**src/rtl/mc_control_unit.sv**
```systemverilog
// mc_control_unit: multi-cycle control FSM for the 16-bit MIPS core.
//
// Steps each instruction through FETCH, DECODE, EXEC, MEM and WB, and drives every
// datapath strobe and select. Only the state and the retired-instruction counter are
// registered. All strobes are decoded combinationally from state, opcode, zero and
// mem_ready.
//
// Parameters
//   OPC_W     opcode field width (the opcode map below assumes 3)
//   FUNCT_W   funct field width; R-type alu_op is funct passed through
//   CNT_W     retired-instruction counter width
//
// Ports
//   clk, rst       rising-edge clock, asynchronous active-high reset
//   opcode, funct  IR[15:13] and IR[3:0]; sampled in DECODE/EXEC/MEM/WB only
//   zero           ALU result == 0, used by BEQ/BNE in EXEC
//   mem_ready      memory completes the current request (FETCH/MEM only)
//   mem_req/we/sel memory request, write enable, address select (0 PC, 1 ALU)
//   ir_we, mdr_we  instruction / memory data register loads
//   pc_we, pc_src  PC load and source (00 PC+1, 01 branch, 10 jump)
//   alu_src_b      ALU B operand (0 rt, 1 sext(imm7))
//   alu_op         0000 ADD, 0001 SUB, otherwise funct
//   reg_we/dst     register file write and destination (0 rt, 1 rd)
//   wb_sel         write-back source (0 ALU, 1 MDR)
//   halted         core stopped by HALT
//   state          current FSM state (debug)
//   instr_cnt      retired instructions, wraps at 2^CNT_W
module mc_control_unit #(
  parameter int unsigned OPC_W   = 3,
  parameter int unsigned FUNCT_W = 4,
  parameter int unsigned CNT_W   = 16
) (
  input  logic               clk,
  input  logic               rst,
  input  logic [OPC_W-1:0]   opcode,
  input  logic [FUNCT_W-1:0] funct,
  input  logic               zero,
  input  logic               mem_ready,
  output logic               mem_req,
  output logic               mem_we,
  output logic               mem_sel,
  output logic               ir_we,
  output logic               mdr_we,
  output logic               pc_we,
  output logic [1:0]         pc_src,
  output logic               alu_src_b,
  output logic [FUNCT_W-1:0] alu_op,
  output logic               reg_we,
  output logic               reg_dst,
  output logic               wb_sel,
  output logic               halted,
  output logic [2:0]         state,
  output logic [CNT_W-1:0]   instr_cnt
);

  typedef enum logic [2:0] {
    StFetch  = 3'd0,
    StDecode = 3'd1,
    StExec   = 3'd2,
    StMem    = 3'd3,
    StWb     = 3'd4,
    StHalt   = 3'd5
  } state_e;

  localparam logic [OPC_W-1:0] OpR    = OPC_W'(0);
  localparam logic [OPC_W-1:0] OpAddi = OPC_W'(1);
  localparam logic [OPC_W-1:0] OpLw   = OPC_W'(2);
  localparam logic [OPC_W-1:0] OpSw   = OPC_W'(3);
  localparam logic [OPC_W-1:0] OpBeq  = OPC_W'(4);
  localparam logic [OPC_W-1:0] OpBne  = OPC_W'(5);
  localparam logic [OPC_W-1:0] OpJ    = OPC_W'(6);
  localparam logic [OPC_W-1:0] OpHalt = OPC_W'(7);

  localparam logic [FUNCT_W-1:0] AluAdd = FUNCT_W'(0);
  localparam logic [FUNCT_W-1:0] AluSub = FUNCT_W'(1);

  localparam logic [1:0] PcSeq    = 2'b00;
  localparam logic [1:0] PcBranch = 2'b01;
  localparam logic [1:0] PcJump   = 2'b10;

  state_e           state_q, state_d;
  logic [CNT_W-1:0] instr_cnt_q;
  logic             retire;

  // Next-state and strobe decode.
  always_comb begin
    state_d   = state_q;
    mem_req   = 1'b0;
    mem_we    = 1'b0;
    mem_sel   = 1'b0;
    ir_we     = 1'b0;
    mdr_we    = 1'b0;
    pc_we     = 1'b0;
    pc_src    = PcSeq;
    alu_src_b = 1'b0;
    alu_op    = AluAdd;
    reg_we    = 1'b0;
    reg_dst   = 1'b0;
    wb_sel    = 1'b0;
    halted    = 1'b0;

    unique case (state_q)
      StFetch: begin
        mem_req = 1'b1;
        if (mem_ready) begin
          ir_we   = 1'b1;
          pc_we   = 1'b1;
          state_d = StDecode;
        end
      end

      StDecode: begin
        case (opcode)
          OpJ: begin
            pc_we   = 1'b1;
            pc_src  = PcJump;
            state_d = StFetch;
          end
          OpHalt:  state_d = StHalt;
          default: state_d = StExec;
        endcase
      end

      StExec: begin
        case (opcode)
          OpR: begin
            alu_op  = funct;
            state_d = StWb;
          end
          OpAddi: begin
            alu_src_b = 1'b1;
            state_d   = StWb;
          end
          OpLw, OpSw: begin
            alu_src_b = 1'b1;
            state_d   = StMem;
          end
          OpBeq, OpBne: begin
            alu_op  = AluSub;
            pc_src  = PcBranch;
            pc_we   = (opcode == OpBeq) ? zero : ~zero;
            state_d = StFetch;
          end
          // J and HALT never reach EXEC; recover to FETCH if they somehow do.
          default: state_d = StFetch;
        endcase
      end

      StMem: begin
        // Address is the ALU sum, so keep the ALU configured for the whole wait.
        mem_req   = 1'b1;
        mem_sel   = 1'b1;
        mem_we    = (opcode == OpSw);
        alu_src_b = 1'b1;
        if (mem_ready) begin
          if (opcode == OpSw) begin
            state_d = StFetch;
          end else begin
            mdr_we  = 1'b1;
            state_d = StWb;
          end
        end
      end

      StWb: begin
        reg_we  = 1'b1;
        reg_dst = (opcode == OpR);
        wb_sel  = (opcode == OpLw);
        state_d = StFetch;
      end

      StHalt: halted = 1'b1;

      default: state_d = StFetch;
    endcase

    // Reset silences the datapath immediately, not just at the next edge.
    if (rst) begin
      mem_req   = 1'b0;
      mem_we    = 1'b0;
      mem_sel   = 1'b0;
      ir_we     = 1'b0;
      mdr_we    = 1'b0;
      pc_we     = 1'b0;
      pc_src    = PcSeq;
      alu_src_b = 1'b0;
      alu_op    = AluAdd;
      reg_we    = 1'b0;
      reg_dst   = 1'b0;
      wb_sel    = 1'b0;
      halted    = 1'b0;
    end
  end

  // An instruction retires when it leaves a post-fetch state back to FETCH.
  always_comb begin
    retire = 1'b0;
    if (state_d == StFetch) begin
      retire = (state_q == StDecode) || (state_q == StExec) ||
               (state_q == StMem)    || (state_q == StWb);
    end
  end

  always_ff @(posedge clk or posedge rst) begin
    if (rst) begin
      state_q     <= StFetch;
      instr_cnt_q <= '0;
    end else begin
      state_q <= state_d;
      if (retire) begin
        instr_cnt_q <= instr_cnt_q + CNT_W'(1);
      end
    end
  end

  assign state     = state_q;
  assign instr_cnt = instr_cnt_q;

  // A write is only meaningful as part of a request.
  a_we_needs_req: assert property (@(posedge clk) disable iff (rst) mem_we |-> mem_req);
  // A halted core must not touch memory.
  a_halt_quiet: assert property (@(posedge clk) disable iff (rst) halted |-> !mem_req);

endmodule

```
**config.mk**
```make
export PLATFORM = sky130hd
export DESIGN_NAME = mc_control_unit
export DESIGN_NICKNAME = d
export VERILOG_FILES = /design/src/rtl/mc_control_unit.sv
export SDC_FILE = /design/constraint.sdc
export NUM_CORES = 1
export LEC_CHECK = 0
export BUFFER_PORTS_ARGS = -buffer_cell sky130_fd_sc_hd__buf_2
export CAP_MARGIN = 20
export CORE_AREA = 5 5 57 59
export DETAILED_ROUTE_END_ITERATION = 10
export DIE_AREA = 0 0 62 64
export PLACE_DENSITY_LB_ADDON = 0.25
export SYNTH_ARGS = -nofsm -noshare
export SYNTH_HDL_FRONTEND = slang
export SYNTH_SLANG_ARGS = --single-unit
export TNS_END_PERCENT = 1
```
**constraint.sdc**
```tcl
create_clock -name clk -period 4.9 [get_ports clk]
set_clock_uncertainty 0.2 [all_clocks]
set_input_delay 0.49 -clock clk [delete_from_list [all_inputs] [get_ports clk]]
set_output_delay 0.49 -clock clk [all_outputs]
set_load 0.01 [all_outputs]
```
# Word level (Yosys, flattened, before mapping)
# Cells that the tools add are included.
[totals]
reg_bits = 19
inputBits = 11
output_inout_bits = 36
elab_cells = 70
[op_classes]
add_sub_neg = 1
n_eq_ne = 12
muxes = 43
bitwise = 1
n_reduce_logical = 11
[op_table]
columns = ["operator", "count"]
rows = [
  ["1-bit 2-to-1 mux", 29],
  ["3-bit == test, second input constant", 6],
  ["16-bit by 1-bit adder with 16-bit output, second input constant", 1],
  ["3-bit one-hot mux with 5 select lines", 1],
  ["3-bit by 2-bit == test with 1-bit output, second input constant", 4],
  ["3-bit one-hot mux with 2 select lines", 2],
  ["3-bit zero test", 3],
  ["3-bit 2-to-1 mux", 3],
  ["4-bit 2-to-1 mux", 2],
  ["4-bit one-hot mux with 2 select lines", 1],
  ["2-bit OR reduction", 4],
  ["3-bit by 1-bit == test with 1-bit output, second input constant", 2],
  ["2-bit 2-to-1 mux", 2],
  ["2-bit one-hot mux with 2 select lines", 1],
  ["1-bit logical OR", 3],
  ["1-bit one-hot mux with 3 select lines", 1],
  ["3-bit OR reduction", 1],
  ["1-bit one-hot mux with 2 select lines", 1],
  ["1-bit inverter", 1],
]

# Longest topological paths before layout
[depth]
word_depth = 6
ltp_mapped = 7

# Worst setup path after synthesis
# No wires, ideal clock.
[synth_path]
path_kind = "input to output"
from = "in rst"
to = "out alu_op[1]"
arrival_time_ns = 1.628
required_time_ns = 4.210
slack_ns = 2.582
cell_stages = 5
path_cell_list = "inv_1 -> and2_1 -> nand2_1 -> nor3_1 -> and2_1"
[synth_via]
elab_chain_len = 1
[synth_rtl]
columns = ["element", "line_no", "rtl"]
rows = [
  ["from (decl)", "34", "input logic rst,"],
  ["4-bit 2-to-1 mux", "178", "if (rst) begin"],
  ["to (decl)", "47", "output logic [FUNCT_W-1:0] alu_op,"],
]
# Every way passes these cells.

# Worst setup path in the final report
# Same ends and word-level chain as after synthesis.

==> impl.org <==
** Floorplanning
- Effective utilization at floorplan :: 48.7%
- The floorplan step defined a die boundary enclosing between 3000 and 4000 um2.
- Site row count :: 19
- From left edge to right edge, the die measures 62 um.
- The region available for standard cell placement spans 2660 um2.
- Chip height :: 64 um
- During I/O placement, the number of pins put on the boundary was 47.

** STA
- RSZ-0062 raised after global routing :: false
- Final sum of negative setup slack :: 0 ns
- The total count of hold-check failures in the final report came to 0.
- The clock period could shrink to 2.76 ns.
- Dividing the final minimum period by the clock period gives 56.3%.
- Max-slew violation count :: 0
- Pin slew with the least headroom to its limit :: 0.857 ns
- Final count of negative-setup-slack endpoints :: 0
- Worst rel slew slack :: a little over two fifths
- Based on the critical path, the design can be clocked at up to between 0.3 and 0.4 GHz.

** Drt
- The detailed router placed 1095 vias in this run.
- Drt total wl :: 2740 um
- Antenna Violating Nets Remaining :: 0
- Vias per inst :: roughly 5.3
- WL/cell :: 13.2 um
- For this run, the detailed router's first-pass iteration total came to 4.
- Number of design-rule violations left by the first detailed-router iteration :: 49
- Post-route DRC violation count :: 0

** Run status
- The flow ran to the end, and the final reports show no timing, DRC or antenna violations.

** Final layout
- Once layout is done, the placed cells without fillers occupy 1520 um2.
- In the final layout, the share of cells above drive strength 1 is a little under two fifths.
- Area Overhead vs Synth :: 16.9%
- The filler cells instantiated in the layout total 264.
- Sequential cell area :: 475 um2
- Most common cell after layout, fill and taps aside :: sky130_fd_sc_hd__buf_2
- Area occupied by multi-input gates :: 729 um2
- The library cells used most frequently in the layout, excluding fill and tap cells, are sky130_fd_sc_hd__buf_2, sky130_fd_sc_hd__dfrtp_1, sky130_fd_sc_hd__xnor2_1.
- Antenna cell count :: 0
- The net count of the finished layout is approximately 190.

** Clock network
- Total number of H-tree levels :: 1
- Post-CTS Hold Fix Bufs :: 0
- Clock insertion delay at the later pin of the skew report :: 0.29 ns
- TritonCTS built the clock tree.
- Counting the buffers created by CTS gives 3.
- The tree is rooted in a sky130_fd_sc_hd__clkbuf_4.
- In this run, post-CTS repair resized a total of 0 instances.
- Post-CTS Setup Inserts :: 0
- Clock Path Buffers :: 2
- For this design, the sink count on the clock tree is 19.
- Clock transition at path regs :: 0.11 ns

** Yosys
- For this run, the leading register cell type out of synthesis is sky130_fd_sc_hd__dfrtp_1.
- Syn avg cell area :: 9.68 um2
- Post-synthesis register bit count :: 19
- Dominant cells by area after synthesis :: sky130_fd_sc_hd__dfrtp_1, sky130_fd_sc_hd__xnor2_1, sky130_fd_sc_hd__nand3_2
- The number of nets in the synthesized netlist is 146.
- Of all cell types, the one taking the most synthesized area is sky130_fd_sc_hd__dfrtp_1.
- Summing the sequential cell areas from Yosys gives 36.6% of the chip area.
- After synthesis, the netlist uses 41 different library cells.
- Area of the mapped netlist :: 1300 um2
- Area share of the largest cell type after synthesis :: a little over a third
- Number of synthesized flops with an enable pin :: 0
- After synthesis, the share of flip-flops with an asynchronous set or reset is 100%.
- After technology mapping, the gate count stands at 134.
- Yosys printed 0 warnings.

** GRT
- The first global-routing pass estimated around 4700 um of wire.
- The via count of the first global-routing pass came to approximately 1000.
- Global-route total usage across every layer :: 15.1%
- The initial antenna violation count is 0.
- Entering global routing, the biggest net connects 24 pins.
- After global routing the overflow that remains totals 0.

** Place
- At the end of routability-driven placement, the weighted congestion stood at 0.777.
- The placed instances occupy a cell area of 1490 um2.
- Count of buffers inserted at the top-level ports :: 46
- Final HPWL from detailed placement :: 2100 um

** Setup path
- Required time of the worst setup path :: 4.21 ns
- Of all nets on the critical path, the largest fanout is 23.
- Type of the worst setup path :: input pin to primary output
- STA puts the critical path data arrival time at 2.07 ns.
- Critical Path Start Type :: input pin
- Critical path endpoint category :: primary output

** Power and ir drop
- Peak ir drop on the vdd network :: 313 uV
- Leakage dissipation :: 0.000800 uW
- Power per cell area :: 422 nW/um2

** Flow run
- Across the run, the number of max-cap violations was 0.

** Worst hold path
- Class of the most critical hold timing path :: input pin to async pin
logic make-up (layout without fill, tap and decap cells):
logic type      after synthesis  after routing  share of synthesized area, %
simple gates                 71             71                          34.0
flops                        19             19                          36.6
xor+xnor                     16             16                          11.4
compound gates               13             13                          8.20
buf+inv                      12             54                          7.13
mux                           2              2                          1.64
fa+ha+maj                     1              1                         0.964
power breakdown:
part           internal (uW)  switching (uW)  total [uW]
Sequential               192            68.8         260
Clock                   30.4            46.6        77.0
Combinational            128             174         302
Total                    350             290         640
area by class of cell:
cell class / instances / share of cell area [%]
Inverter: 4 / 0.990
Clock inverter: 1 / 0.330
Clock buffer: 3 / 1.49
Multi-Input combinational cell: 103 / 48.1
Timing Repair Buffer: 46 / 15.2
Sequential cell: 19 / 31.4
Tap cell: 31 / 2.56
worst max-delay path, stage by stage:
cell and delay (ns):
sky130_fd_sc_hd__buf_2 0.10, sky130_fd_sc_hd__inv_1 0.62, sky130_fd_sc_hd__and2_1 0.28, sky130_fd_sc_hd__nand2_1 0.08, sky130_fd_sc_hd__nor3_1 0.22, sky130_fd_sc_hd__and2_1 0.16, sky130_fd_sc_hd__buf_2 0.12
path summary, 6_finish.rpt:
check	start	end	slack, ns	depth (start not counted)
worst min-delay path	rst	instr_cnt[9]	0.17	2
worst max register to register	state[0]	instr_cnt[1]	2.89	4
worst min register to register	instr_cnt[15]	instr_cnt[15]	0.27	1
max in group asynchronous	rst	instr_cnt[11]	3.81	2
min in group clk	instr_cnt[15]	instr_cnt[15]	0.27	1
worst max-delay path	rst	alu_op[1]	2.14	7
cells in the mapped netlist, types with 2 or more instances:
master / instances
sky130_fd_sc_hd__and2_1: 7
sky130_fd_sc_hd__nand2b_1: 3
sky130_fd_sc_hd__nand4_1: 7
sky130_fd_sc_hd__xor2_1: 3
sky130_fd_sc_hd__nand2_1: 11
sky130_fd_sc_hd__nor2_1: 11
sky130_fd_sc_hd__a21oi_1: 3
sky130_fd_sc_hd__buf_4: 2
sky130_fd_sc_hd__nor4_1: 2
sky130_fd_sc_hd__o21ai_0: 2
sky130_fd_sc_hd__dfrtp_1: 19
sky130_fd_sc_hd__nand3_1: 2
sky130_fd_sc_hd__buf_6: 3
sky130_fd_sc_hd__inv_1: 4
sky130_fd_sc_hd__nand3_2: 7
sky130_fd_sc_hd__xnor2_1: 12
sky130_fd_sc_hd__and3_1: 10
sky130_fd_sc_hd__nor3_1: 3
metal layers:
layer / track usage (%) / wire [um]
met2: 24.6 / 1360
met1: 20.0 / 1200
met3: 4.23 / 173
met4: 2.39 / 12
met5: 0 / 0
metrics by stage:
| step | util [%] | setup slack, ns | std cells | total power, uW | hold slack [ns] |
|---|---|---|---|---|---|
| 5_1_grt | 57.0 | 1.88 | 207 | 694 | 0.253 |
| 3_5_place_dp | 55.9 | 2.10 | 203 | 570 | 0.262 |
| 6_report | 57.0 | 2.14 | 207 | 640 | 0.166 |
| 2_1_floorplan | - | 2.58 | 134 | 515 | 0.269 |
| 3_3_place_gp | 55.9 | 2.18 | 203 | 560 | 0.256 |
| 4_1_cts | 57.0 | 2.10 | 207 | 649 | 0.167 |
flip-flops by register name (all words and copies together) (netlist names):
signal     count
state          3
instr_cnt     16
Note: power is estimated with default switching activity, not from simulation.
